### src/rtl/sensor_monitor.sv
// -----------------------------------------------------------------------------
// sensor_monitor
//
// Sequencing controller around the 4-input sensor error function
//    err = s[0] | (s[1] & s[3]) | (s[1] & s[2])
// The sensor bus is registered every clock. The registered copy is judged on a
// divided sample tick. An error must persist for DEBOUNCE consecutive ticks
// before a fault is declared. A fault latches a snapshot of the sensors, bumps
// a saturating fault counter and holds the alarm until software clears it.
// After the clear, the block waits for one clean tick before it resumes
// monitoring.
//
// Parameters
//    SAMPLE_DIV  clocks per sample tick (>=1; 1 = sample every clock)
//    DEBOUNCE    consecutive erroring ticks that declare a fault (>=1)
//    CNT_W       width of the saturating fault counter
//
// Ports
//    clk          in   system clock, rising edge
//    n_rst        in   asynchronous active-low reset
//    sensors      in   [3:0] raw sensor bus
//    enable       in   monitoring enable
//    clear        in   fault acknowledge, level-sampled every clock
//    alarm        out  registered, high only in FAULT
//    fault_code   out  [3:0] sensor snapshot captured at fault entry
//    fault_count  out  [CNT_W-1:0] faults declared, saturating
//    monitoring   out  high in MONITOR, PENDING or RECOVER
// -----------------------------------------------------------------------------
module sensor_monitor #(
   parameter int SAMPLE_DIV = 4,
   parameter int DEBOUNCE   = 3,
   parameter int CNT_W      = 8
) (
   input  logic             clk,
   input  logic             n_rst,
   input  logic [3:0]       sensors,
   input  logic             enable,
   input  logic             clear,
   output logic             alarm,
   output logic [3:0]       fault_code,
   output logic [CNT_W-1:0] fault_count,
   output logic             monitoring
);

   // Counter widths. A 1-bit floor keeps the vectors legal when the
   // parameter is 1.
   localparam int DIV_W = (SAMPLE_DIV > 1) ? $clog2(SAMPLE_DIV) : 1;
   localparam int DEB_W = (DEBOUNCE > 1) ? $clog2(DEBOUNCE) : 1;

   localparam logic [DIV_W-1:0] DIV_LAST = DIV_W'(SAMPLE_DIV - 1);
   // deb_cnt holds the count of erroring ticks seen so far. The tick that
   // would bring it to DEBOUNCE declares the fault, so the largest value it
   // ever stores is DEBOUNCE-1.
   localparam logic [DEB_W-1:0] DEB_LAST = DEB_W'(DEBOUNCE - 1);

   typedef enum logic [2:0] {
      IDLE    = 3'd0,
      MONITOR = 3'd1,
      PENDING = 3'd2,
      FAULT   = 3'd3,
      RECOVER = 3'd4
   } state_t;

   state_t           state, state_nx;
   logic [3:0]       sens_q;
   logic [DIV_W-1:0] div_cnt, div_nx;
   logic [DEB_W-1:0] deb_cnt, deb_nx;
   logic             alarm_nx;
   logic [3:0]       code_nx;
   logic [CNT_W-1:0] count_nx;
   logic             err;
   logic             tick;
   logic             fault_entry;

   // The error is judged from the registered sensors, so the inputs must be
   // stable one clock before the tick edge that samples them.
   assign err  = sens_q[0] | (sens_q[1] & sens_q[3]) | (sens_q[1] & sens_q[2]);
   assign tick = (SAMPLE_DIV == 1) ? 1'b1 : (div_cnt == DIV_LAST);

   // Decoded from the state register only, so no input reaches this output
   // combinationally.
   assign monitoring = (state == MONITOR) || (state == PENDING) ||
                       (state == RECOVER);

   // ---------------------------------------------------------------- regs
   always_ff @(posedge clk or negedge n_rst) begin
      if (!n_rst) begin
         state       <= IDLE;
         sens_q      <= '0;
         div_cnt     <= '0;
         deb_cnt     <= '0;
         alarm       <= 1'b0;
         fault_code  <= '0;
         fault_count <= '0;
      end else begin
         state       <= state_nx;
         sens_q      <= sensors;
         div_cnt     <= div_nx;
         deb_cnt     <= deb_nx;
         alarm       <= alarm_nx;
         fault_code  <= code_nx;
         fault_count <= count_nx;
      end
   end

   // ---------------------------------------------------------- next state
   always_comb begin
      state_nx    = state;
      deb_nx      = deb_cnt;
      alarm_nx    = alarm;
      code_nx     = fault_code;
      count_nx    = fault_count;
      fault_entry = 1'b0;

      // The divider is parked at 0 while idle or faulted. That way RECOVER
      // and MONITOR always start a full sample period after entry. A disable
      // also parks it, because the next state is IDLE.
      if ((state == IDLE) || (state == FAULT) || !enable || tick)
         div_nx = '0;
      else
         div_nx = div_cnt + DIV_W'(1);

      case (state)
         IDLE: begin
            if (enable)
               state_nx = MONITOR;
            if (clear) begin
               count_nx = '0;
               code_nx  = '0;
            end
         end

         MONITOR: begin
            if (!enable) begin
               state_nx = IDLE;
               deb_nx   = '0;
            end else if (tick && err) begin
               if (DEBOUNCE == 1) begin
                  fault_entry = 1'b1;
               end else begin
                  state_nx = PENDING;
                  deb_nx   = DEB_W'(1);
               end
            end
         end

         PENDING: begin
            // A disable takes priority over an erroring tick on the same edge.
            if (!enable) begin
               state_nx = IDLE;
               deb_nx   = '0;
            end else if (tick) begin
               if (!err) begin
                  // A clean tick breaks the run, so isolated bursts never add up.
                  state_nx = MONITOR;
                  deb_nx   = '0;
               end else if (deb_cnt == DEB_LAST) begin
                  fault_entry = 1'b1;
                  deb_nx      = '0;
               end else begin
                  deb_nx = deb_cnt + DEB_W'(1);
               end
            end
         end

         FAULT: begin
            // Enable is ignored here and the sensors are not judged. Only an
            // acknowledge releases the latched alarm.
            if (clear) begin
               state_nx = RECOVER;
               alarm_nx = 1'b0;
            end
         end

         RECOVER: begin
            if (!enable) begin
               state_nx = IDLE;
               deb_nx   = '0;
            end else if (tick && !err) begin
               state_nx = MONITOR;
            end
         end

         default: begin
            state_nx = IDLE;
            deb_nx   = '0;
         end
      endcase

      // Fault entry actions happen on the same edge as the move into FAULT.
      // The snapshot is the sensor value that was judged on this tick.
      if (fault_entry) begin
         state_nx = FAULT;
         alarm_nx = 1'b1;
         code_nx  = sens_q;
         if (fault_count != {CNT_W{1'b1}})
            count_nx = fault_count + CNT_W'(1);
      end
   end

endmodule
### config.mk
export PLATFORM = sky130hd
export DESIGN_NAME = sensor_monitor
export DESIGN_NICKNAME = d
export VERILOG_FILES = /design/src/rtl/sensor_monitor.sv
export SDC_FILE = /design/constraint.sdc
export NUM_CORES = 1
export LEC_CHECK = 0
export ABC_AREA = 1
export ABC_CLOCK_PERIOD_IN_PS = 2400
export CORE_ASPECT_RATIO = 0.8
export CORE_UTILIZATION = 56
export CTS_CLUSTER_SIZE = 30
export DETAILED_ROUTE_END_ITERATION = 10
export GPL_TIMING_DRIVEN = 0
export PLACE_DENSITY = 0.83
export SYNTH_ARGS = -nofsm -noshare
export SYNTH_HDL_FRONTEND = slang
export SYNTH_SLANG_ARGS = --single-unit
### constraint.sdc
create_clock -name clk -period 2.4 [get_ports clk]
set_clock_uncertainty 0.05 [all_clocks]
set_input_delay 0.48 -clock clk [delete_from_list [all_inputs] [get_ports clk]]
set_output_delay 0.48 -clock clk [all_outputs]
set_load 0.02 [all_outputs]
=== Word-level counts from Yosys, hierarchy flattened ===
Cells that the tools add are included.

* Register bits: 24
* Bits of input ports: 8
* Output and inout bits: 14
* Logic and storage cells: 84

* Add/sub/neg operators: 3
* Equality and inequality tests: 16
* Muxes and demuxes: 35
* Bitwise logic cells: 5
* Reduce and logical (&&, ||, !) cells: 18

{| class="wikitable"
|+ Operators with widths
! operator !! number
|-
| 2-to-1 mux 8 bit || 4
|-
| 2-to-1 mux 3 bit || 10
|-
| 2-to-1 mux 2 bit || 8
|-
| one-hot mux 3 bit (5 select lines) || 1
|-
| 2-to-1 mux 4 bit || 3
|-
| inequality test 3 bit, second input constant || 3
|-
| adder 8 x 1 -> 8 bit, second input constant || 1
|-
| 2-to-1 mux 1 bit || 8
|-
| inequality test 4 x 3 -> 1 bit, second input constant || 2
|-
| inequality test 4 bit, second input constant || 2
|-
| inequality test 8 bit, second input constant || 1
|-
| one-hot mux 2 bit (4 select lines) || 1
|-
| == test 3 x 2 -> 1 bit, second input constant || 2
|-
| AND reduction 6 bit || 1
|-
| nonzero test 2 bit || 3
|-
| logical OR 1 bit || 5
|-
| adder 2 x 1 -> 2 bit, second input constant || 2
|-
| == test 2 bit, second input constant || 2
|-
| AND reduction 2 bit || 2
|-
| AND reduction 4 bit || 1
|-
| == test 3 x 1 -> 1 bit, second input constant || 1
|-
| == test 3 bit, second input constant || 1
|-
| logical NOT 3 bit || 1
|-
| inequality test 3 x 2 -> 1 bit, second input constant || 1
|-
| other kinds (7) || 11
|}

=== Logic depth before layout (Yosys ltp) ===
Gate-level depths: netlist (run 1).

* Depth in word-level cells: 9
* Gate-level depth with buffers: 10
* Depth with buffers taken out: 10

=== Least setup slack after synthesis (run 1) ===
Ideal clock, no wire load.

* Kind: reg2reg
* Start: register fault_count[0]
* End: register fault_count[5]
* Setup time: 121 ps
* Arrival: 1374 ps
* Data required time: 2229 ps
* Path slack: 855 ps
* Stages on the path, launching flop included: 9
* Buffers on the path: 0
* Clock period less this slack: 1545 ps
* Path through: dfrtp_1 ha_1 nand3_1 nor2_2 nand3_2 inv_1 a21oi_1 o21bai_1 nand2_1

* Word-level cells in the longest chain between the ends: 3
* Elaborated cells between the ends (all ways): 4

{| class="wikitable"
|+ Ends and longest elaborated chain
! item !! RTL line !! source
|-
| from (decl) || 41 || <nowiki>output logic [CNT_W-1:0] fault_count,</nowiki>
|-
| from (signal assigned) || 102 || <nowiki>fault_count <= count_nx;</nowiki>
|-
| adder 8 x 1 -> 8 bit / inequality test 8 bit (equally long branches) || 197, 196 ||
|-
| 2-to-1 mux 8 bit (*) || 196 || <nowiki>if (fault_count != {CNT_W{1'b1}})</nowiki>
|-
| 2-to-1 mux 8 bit (*) || 192 || <nowiki>if (fault_entry) begin</nowiki>
|-
| net count_nx[5] || 70 || <nowiki>logic [CNT_W-1:0] count_nx;</nowiki>
|}

The timed path passes the listed nets; every way through them passes the cells marked *.
A chain may end at the register's enable or synchronous reset.

=== Worst setup path after layout (run 1) ===
* Start: register fault_count[3]
* End: output port fault_count[3]

No word-level cell between the ends.

==> impl_metrics.toml, run 1 <==
[setup_path]
slowest_stage = "clkdlybuf4s50_1"
crit_fanout = 7
cp.required_ns = 1.87
r2r_start = "fault_count[0]$_DFF_PN0_"
crit_buf_inv = 1
startpoint = "fault_count[3]$_DFF_PN0_"
critPathLaunchType = "flip-flop"
r2r_cells = 8
setup.worst_path.class = "flip-flop to output port"
cp.arrival_ns = 1.50
critPathTopFamily = "buffers and inverters"
slowest_delay_ns = 0.66
r2r_setup_slack_ns = 0.77
path_cells = "clkdlybuf4s50_1"
rr_endpoint = "fault_count[5]$_DFF_PN0_"
end_kind = "output port"

[cts]
cts.sinks = 24
cts_root_buf = "clkbuf_4"
cts_setup_buffers = 0
clk_pin_slew_worst_paths_ns = 0.13
clockBufferDepth = 2
cts-htree-levels = 1
cts_hold_buf = 0
cts_made_buffers = 3
tritoncts = "built"
clk_latency_ns = 0.32

[detailed_routing]
wire_per_inst_um = 12.8
drt_wl_total_mm = 2.89
viasPerCell = 5.47
postRouteAntennaNets = 0
dr.pass1.iters = 7
drt_iter0_markers = 73
drc = 1
vias = 1231

[floorplanning]
die_area_um2 = 2640
die_width_um = 57.2
fp.dieH_um = 46.1
row_count = 15
core_um2 = 2230
start_util = 0.611
pin_count = 22

[outcome]
violations = "design-rule violations"
status = "complete, but fails checks"

[layout]
nets = 211
drive_above_1_share = 0.130
layout_commonest_cell = "nand2_1"
diodes = 0
final_area_um2 = 1660
final_cell_mix = "nand2_1 (47), nand3_1 (25), dfrtp_1 (23)"
n_fill_cell = 175
final_cells = 225
final_util = 0.744
area_delta_synth_final_pct = 21.8

[logic_synthesis]
yosysSeqAreaShare = 0.440
synth_fp_nets = 185
syn_inst = 175
synth.largest_area_cell = "dfrtp_1"
synth_cell_type_count = 27
synth-seq-cells = 24
synth_area_leaders = "dfrtp_1 (44%), nand2_1 (13%), nand3_1 (9.2%)"
synth.top_cell.area_share = 0.440
syn_area_um2 = 1360
yosys_warnings = 0
avgSynthCellArea_um2 = 7.79

[power]
leakage_nw = 0.836
peakVddDrop_mv = 0.417
power.density_nw_per_um2 = 731

[placed_design]
io_buffer_count = 21
post-dp-hpwl_mm = 2.18
place_area_um2 = 1610
dp.cells = 221
gp_congestion = 0.847

[sta]
maxSlewHeadroom = 0.306
finalCritPeriodShare = 0.845
hold_violations = 0
grt_setup_unrepaired = "false"
fmax_ghz = 0.493
finalSetupTns_ns = 0
period_needed_ns = 2.03
setup_viol = 0
worst_pin_slew_ns = 1.04
slew_viol_final = 0

[hold_path]
hold_path_class = "flip-flop to flip-flop"
hold_path_end = "div_cnt[0]$_DFF_PN0_"
min_path_cells = 1
worstHoldStart = "div_cnt[0]$_DFF_PN0_"

[global_route]
antenna_found_initial = 0
grt_max_degree = 25
gr-usage-all-layers = 0.247
overflow = 0
grt_pass1_wl_mm = 4.84
first_global_vias = 1091

[job]
cap_violations = 0
==> cell families (layout without fill, tap and decap cells) <==
kind of cell	Yosys count	after routing	synth area share
buffers and inverters	27	52	0.0853
AOI/OAI and AO/OA	19	19	0.0780
xor gates and xnor gates	4	4	0.0257
DFF	24	24	0.440
and+or+nand+nor	99	99	0.352
adders and majority gates	2	2	0.0183
==> Yosys cell counts <==
master / count
o21bai_1: 1
dfrtp_1: 24
o21ai_2: 1
o21ai_1: 6
ha_1: 2
inv_4: 1
o21ai_0: 8
inv_2: 4
nand2_1: 47
clkinv_1: 1
nand4_4: 1
nor2_1: 10
nor3_1: 2
nor2_2: 3
o22ai_1: 1
nand2_2: 3
nand3b_1: 1
a21oi_1: 1
a21oi_2: 1
inv_1: 19
nand3_2: 3
clkinv_4: 1
nand3_1: 25
nand4_1: 2
buf_6: 1
nor2_4: 2
xor2_1: 4
==> routing by layer <==
metal	routed length [um]	up-vias	global-route usage
li1	-	609	-
met1	1310	566	0.325
met2	1360	49	0.400
met3	183	7	0.0590
met4	33	0	0.102
met5	0	-	0
==> where the power goes <==
| part | switching (mW) | internal, mW |
|---|---|---|
| Clock | 0.124 | 0.169 |
| Sequential | 0.0427 | 0.448 |
| Combinational | 0.284 | 0.147 |
==> worst register-to-register path, delay by kind of cell (launching register included) <==
kind            cells  cell delay [ns]
simple gates        4             0.47
flops               1             0.46
fa+ha+maj           1             0.24
compound gates      2             0.18
buf+inv             1             0.13
==> sequential cells by signal (all words and copies together), names as in the netlist <==
signal       count
alarm            1
deb_cnt          2
div_cnt          2
fault_code       4
fault_count      8
sens_q           4
state            3
==> what timing repair did <==
action,in CTS,in global routing
gates resized for setup,0,2
endpoints found under the hold margin,0,0
setup endpoints to repair,0,1
==> stage by stage <==
stage	setup WS (ns)	total power [mW]	hold WS, ns
after detailed placement	0.375	0.926	0.388
after global placement	0.415	0.908	0.371
final	0.373	1.21	0.401
after CTS	0.0794	1.22	0.406
after floorplan	0.855	0.804	0.134
after global routing	0.294	1.30	0.420
==> final cells by class <==
cell class,count,area (um2),area share
buffer,1,11.3,0.00678
clock buffer,3,22.5,0.0136
clock inverter,1,30.0,0.0181
inverter,26,105,0.0633
multi-input combinational,124,647,0.389
sequential,24,602,0.362
tap,25,31.3,0.0188
timing repair buffer,21,213,0.128
==> how the worst max path moves through the flow <==
| stage | slack (ns) | cells after the start | endpoint |
|---|---|---|---|
| 2_1_floorplan | 0.86 | 8 | fault_count[5]$_DFF_PN0_ |
| 3_3_place_gp | 0.41 | 8 | fault_count[6]$_DFF_PN0_ |
| 3_5_place_dp | 0.38 | 8 | fault_count[0]$_DFF_PN0_ |
| 4_1_cts | 0.08 | 4 | monitoring |
| 5_1_grt | 0.29 | 1 | fault_count[3] |
| 6_report | 0.37 | 1 | fault_count[3] |
(Power assumes the default switching activity.)
==> run 2, diff against run 1 <==
Settings changed: ABC_CLOCK_PERIOD_IN_PS 2400 to 1800, CORE_UTILIZATION 56 to 47, PLACE_DENSITY 0.83 to 0.74.
Clock period 2.4 ns to 1.8 ns, I/O delays scaled along.
==> impl_metrics.toml, run 2 (synthesized netlist as in run 1, its figures left out) <==
[sta]
hold_violations = 0
maxSlewHeadroom = 0.303
grt_setup_unrepaired = "false"
slew_viol_final = 0
setup_ws_ns = 0.0697
period_needed_ns = 1.73
worst_pin_slew_ns = 1.04
finalCritPeriodShare = 0.961
fmax_ghz = 0.578
setup_viol = 0

[layout]
area_delta_synth_final_pct = 23.3
drive_above_1_share = 0.144
nets = 212
layout_commonest_cell = "nand2_1"
final_cell_mix = "nand2_1 (47), nand3_1 (25), dfrtp_1 (22)"
top_regs = "fault_count (8), fault_code (4), sens_q (4)"
n_fill_cell = 233
largest_reg_flops = 8
regMostFlops = "fault_count"
diodes = 0

[floorplanning]
die_width_um = 62.2
pin_count = 22
core_um2 = 2770
start_util = 0.493
row_count = 17
die_area_um2 = 3120
fp.dieH_um = 50.2

[placed_design]
gp_congestion = 0.838
post-dp-hpwl_mm = 2.03
io_buffer_count = 21
post-place-ws_ns = -0.111

[power]
power.total_mw = 1.63
power.density_nw_per_um2 = 968
peakVddDrop_mv = 0.515
leakage_nw = 0.897

[global_route]
antenna_found_initial = 0
grt_pass1_wl_mm = 5.03
overflow = 0
grt_max_degree = 25
gr-usage-all-layers = 0.204
first_global_vias = 1157
busiest_layer = "met2"
grtUsageMet1 = 0.265
met2_usage = 0.342
use_met3 = 0.0455

[cts]
clk_pin_slew_worst_paths_ns = 0.12
cts_made_buffers = 3
tritoncts = "built"
clk_latency_ns = 0.32
cts_root_buf = "clkbuf_4"
cts-htree-levels = 1
clockBufferDepth = 2
cts.sinks = 24

[hold_path]
hold_path_class = "flip-flop to flip-flop"
min_path_cells = 1

[setup_path]
slowest_stage = "clkdlybuf4s50_1"
end_kind = "output port"
crit_buf_inv = 1
path_cells = "clkdlybuf4s50_1"
cp.required_ns = 1.39
path_depth = 1
setup.worst_path.class = "flip-flop to output port"
cp.arrival_ns = 1.32
critPathLaunchType = "flip-flop"
slowest_delay_ns = 0.62
r2r_cells = 8
crit_fanout = 2
critPathTopFamily = "buffers and inverters"

[detailed_routing]
postRouteAntennaNets = 0
drt_wl_total_mm = 2.80
drt_iter0_markers = 38
wire_per_inst_um = 11.7
viasPerCell = 5.01
vias = 1198
drc = 0
dr.pass1.iters = 5

[job]
cap_violations = 0

[outcome]
status = "complete, no violations"
## run 2: final cells by class
type | count | area, um2 | share of cell area
clock inverters | 1 | 30.0 | 0.0179
inverters | 26 | 105 | 0.0625
multi-input cells | 124 | 652 | 0.388
well taps | 38 | 47.5 | 0.0283
repair buffers | 22 | 210 | 0.125
flip-flops and latches | 24 | 603 | 0.359
clock buffers | 3 | 22.5 | 0.0134
plain buffers | 1 | 11.3 | 0.00670
## run 2: metal layers
| metal | vias to the layer above | wire length (um) |
|---|---|---|
| met1 | 551 | 1330 |
| met4 | 0 | 23 |
| met5 | - | 0 |
| met2 | 30 | 1310 |
| met3 | 4 | 126 |
| li1 | 613 | - |
## run 2: power by group
part	switching, mW	leakage (nW)	internal (mW)	total [mW]
Clock	0.165	0.0279	0.225	0.390
Combinational	0.379	0.550	0.199	0.577
Sequential	0.0622	0.318	0.597	0.659
## run 2: through the flow
| stage | instances | cell area [um2] | util | TNS, ns | hold slack (ns) |
|---|---|---|---|---|---|
| finish | 239 | 1680 | 0.608 | 0 | 0.389 |
| global route | 239 | 1680 | 0.608 | 0 | 0.408 |
| CTS | 238 | 1670 | 0.604 | 0 | 0.397 |
| detailed placement | 234 | 1620 | 0.586 | -0.829 | 0.379 |
| global placement | 234 | 1620 | 0.586 | -0.524 | 0.369 |
| floorplan | 175 | 1360 | - | 0 | 0.0144 |
## run 2: timing repair
| item | in CTS | in global routing |
|---|---|---|
| hold buffers | 0 | 0 |
| endpoints found under the setup margin | 7 | 3 |
| buffers inserted | 0 | 1 |
| gates resized for setup | 13 | 2 |
## run 2: path summary, 6_finish.rpt
kind	from	to	slack [ns]
hold / removal	div_cnt[0]$_DFF_PN0_	div_cnt[0]$_DFF_PN0_	0.39
hold reg to reg	div_cnt[0]$_DFF_PN0_	div_cnt[0]$_DFF_PN0_	0.39
max in group asynchronous	n_rst	fault_count[3]$_DFF_PN0_	0.48
setup reg to reg	fault_count[0]$_DFF_PN0_	fault_count[5]$_DFF_PN0_	0.23
setup / recovery	fault_code[0]$_DFFE_PN0P_	fault_code[0]	0.07
min in group asynchronous	n_rst	state[1]$_DFFE_PN0P_	0.53
==> run 3, diff against run 2 <==
Settings changed: CTS_BUF_LIST set to sky130_fd_sc_hd__clkbuf_16, SKIP_LAST_GASP set to 1.
==> impl_metrics.toml, run 3 (synthesized netlist as in run 1, its figures left out) <==
[detailed_routing]
dr.pass1.iters = 4
vias = 1194
viasPerCell = 5.02
drt_wl_total_mm = 2.79
drc = 0
postRouteAntennaNets = 0
drt_iter0_markers = 38
wire_per_inst_um = 11.7

[layout]
multi_input_area_um2 = 652
n_fill_cell = 232
nets = 211
diodes = 0
area_delta_synth_final_pct = 26.7
largest_reg_flops = 8
regMostFlops = "fault_count"
final_cell_mix = "nand2_1 (47), nand3_1 (25), dfrtp_1 (24)"
final-seq-area_um2 = 601
drive_above_1_share = 0.130
top_regs = "fault_count (8), fault_code (4), sens_q (4)"
final_cells = 238
layout_commonest_cell = "nand2_1"

[setup_path]
r2r_cells = 8
crit_fanout = 6
critPathLaunchType = "flip-flop"
end_kind = "output port"
slowest_delay_ns = 0.64
critPathTopFamily = "buffers and inverters"
path_cells = "clkdlybuf4s50_1"
rr_endpoint = "fault_count[5]$_DFF_PN0_"
crit_buf_inv = 1
r2r_start = "fault_count[0]$_DFF_PN0_"
cp.required_ns = 1.39
cp.arrival_ns = 1.33
r2r_setup_slack_ns = 0.26
startpoint = "fault_count[2]$_DFF_PN0_"
setup.worst_path.class = "flip-flop to output port"
slowest_stage = "clkdlybuf4s50_1"

[floorplanning]
fp.dieH_um = 50.2
die_width_um = 62.2
pin_count = 22
row_count = 17
die_area_um2 = 3120
core_um2 = 2770
start_util = 0.493

[global_route]
first_global_vias = 1180
gr-usage-all-layers = 0.207
grt_pass1_wl_mm = 5.06
antenna_found_initial = 0
grt_max_degree = 25
overflow = 0

[job]
cap_violations = 0

[sta]
setup_viol = 0
period_needed_ns = 1.74
worst_pin_slew_ns = 1.06
setup_ws_ns = 0.0608
maxSlewHeadroom = 0.293
slew_viol_final = 0
grt_setup_unrepaired = "false"
hold_violations = 0
finalCritPeriodShare = 0.966
fmax_ghz = 0.575

[power]
clock_power_share = 0.339
peakVddDrop_mv = 0.678
pwr-share-seq = 0.358
p_sw_frac = 0.339
internal-power_mw = 1.22
power.density_nw_per_um2 = 1070
p_comb_frac = 0.303
leakage_nw = 0.875
power.switching_mw = 0.627

[cts]
clk_pin_slew_worst_paths_ns = 0.06
cts_root_buf = "clkbuf_16"
cts.sinks = 24
cts_made_buffers = 3
tritoncts = "built"
cts_setup_buffers = 0
clockBufferDepth = 2
cts-htree-levels = 1
clk_latency_ns = 0.26

[placed_design]
post-dp-hpwl_mm = 2.03
io_buffer_count = 21
post-place-ws_ns = -0.111
dp.cells = 234
gp_congestion = 0.838

[hold_path]
worstHoldStart = "div_cnt[0]$_DFF_PN0_"
hold_path_class = "flip-flop to flip-flop"
min_path_cells = 1
hold_path_end = "div_cnt[0]$_DFF_PN0_"

[outcome]
status = "complete, no violations"
-- run 3: power groups by stage --
stage	Sequential [mW]	Combinational, mW	Clock, mW
4_1_cts	0.651	0.562	0.637
3_3_place_gp	0.658	0.561	0
2_1_floorplan	0.649	0.423	0
5_1_grt	0.672	0.651	0.664
3_5_place_dp	0.661	0.568	0
6_report	0.662	0.561	0.627
-- run 3: area by class of cell --
cell class              instances  share of cell area
plain buffers                   1             0.00652
clock buffers                   3              0.0434
clock inverters                 1              0.0174
inverters                      26              0.0608
multi-input cells             124               0.377
flip-flops and latches         24               0.348
well taps                      38              0.0275
repair buffers                 21               0.119
-- run 3: per-stage QoR --
stage / utilization / hold WS (ns) / power (mW) / TNS [ns] / cell area, um2
finish: 0.625 / 0.379 / 1.85 / 0 / 1730
detailed placement: 0.586 / 0.379 / 1.23 / -0.829 / 1620
floorplan: - / 0.0144 / 1.07 / 0 / 1360
global route: 0.625 / 0.401 / 1.99 / 0 / 1730
global placement: 0.586 / 0.369 / 1.22 / -0.524 / 1620
CTS: 0.624 / 0.387 / 1.85 / -0.0124 / 1730
-- run 3: worst max path at each step --
stage	to	slack [ns]	cells past startpoint
floorplan	fault_count[5]$_DFF_PN0_	0.26	8
global route	fault_count[2]	0.02	1
CTS	monitoring	-0.01	4
global placement	fault_count[0]$_DFF_PN0_	-0.09	8
finish	fault_count[2]	0.06	1
detailed placement	fault_count[0]$_DFF_PN0_	-0.11	8
-- run 3: timing repair --
action                                  CTS  global route
hold buffers                              0             0
gates resized for setup                   3             3
endpoints found under the setup margin    2             2
-- run 3: metal layers --
metal	up-vias	GRT usage	part of all wire
li1	614	-	-
met1	545	0.265	0.47
met2	33	0.346	0.47
met3	2	0.0500	0.048
met4	0	0.0698	0.0057
met5	-	0	0
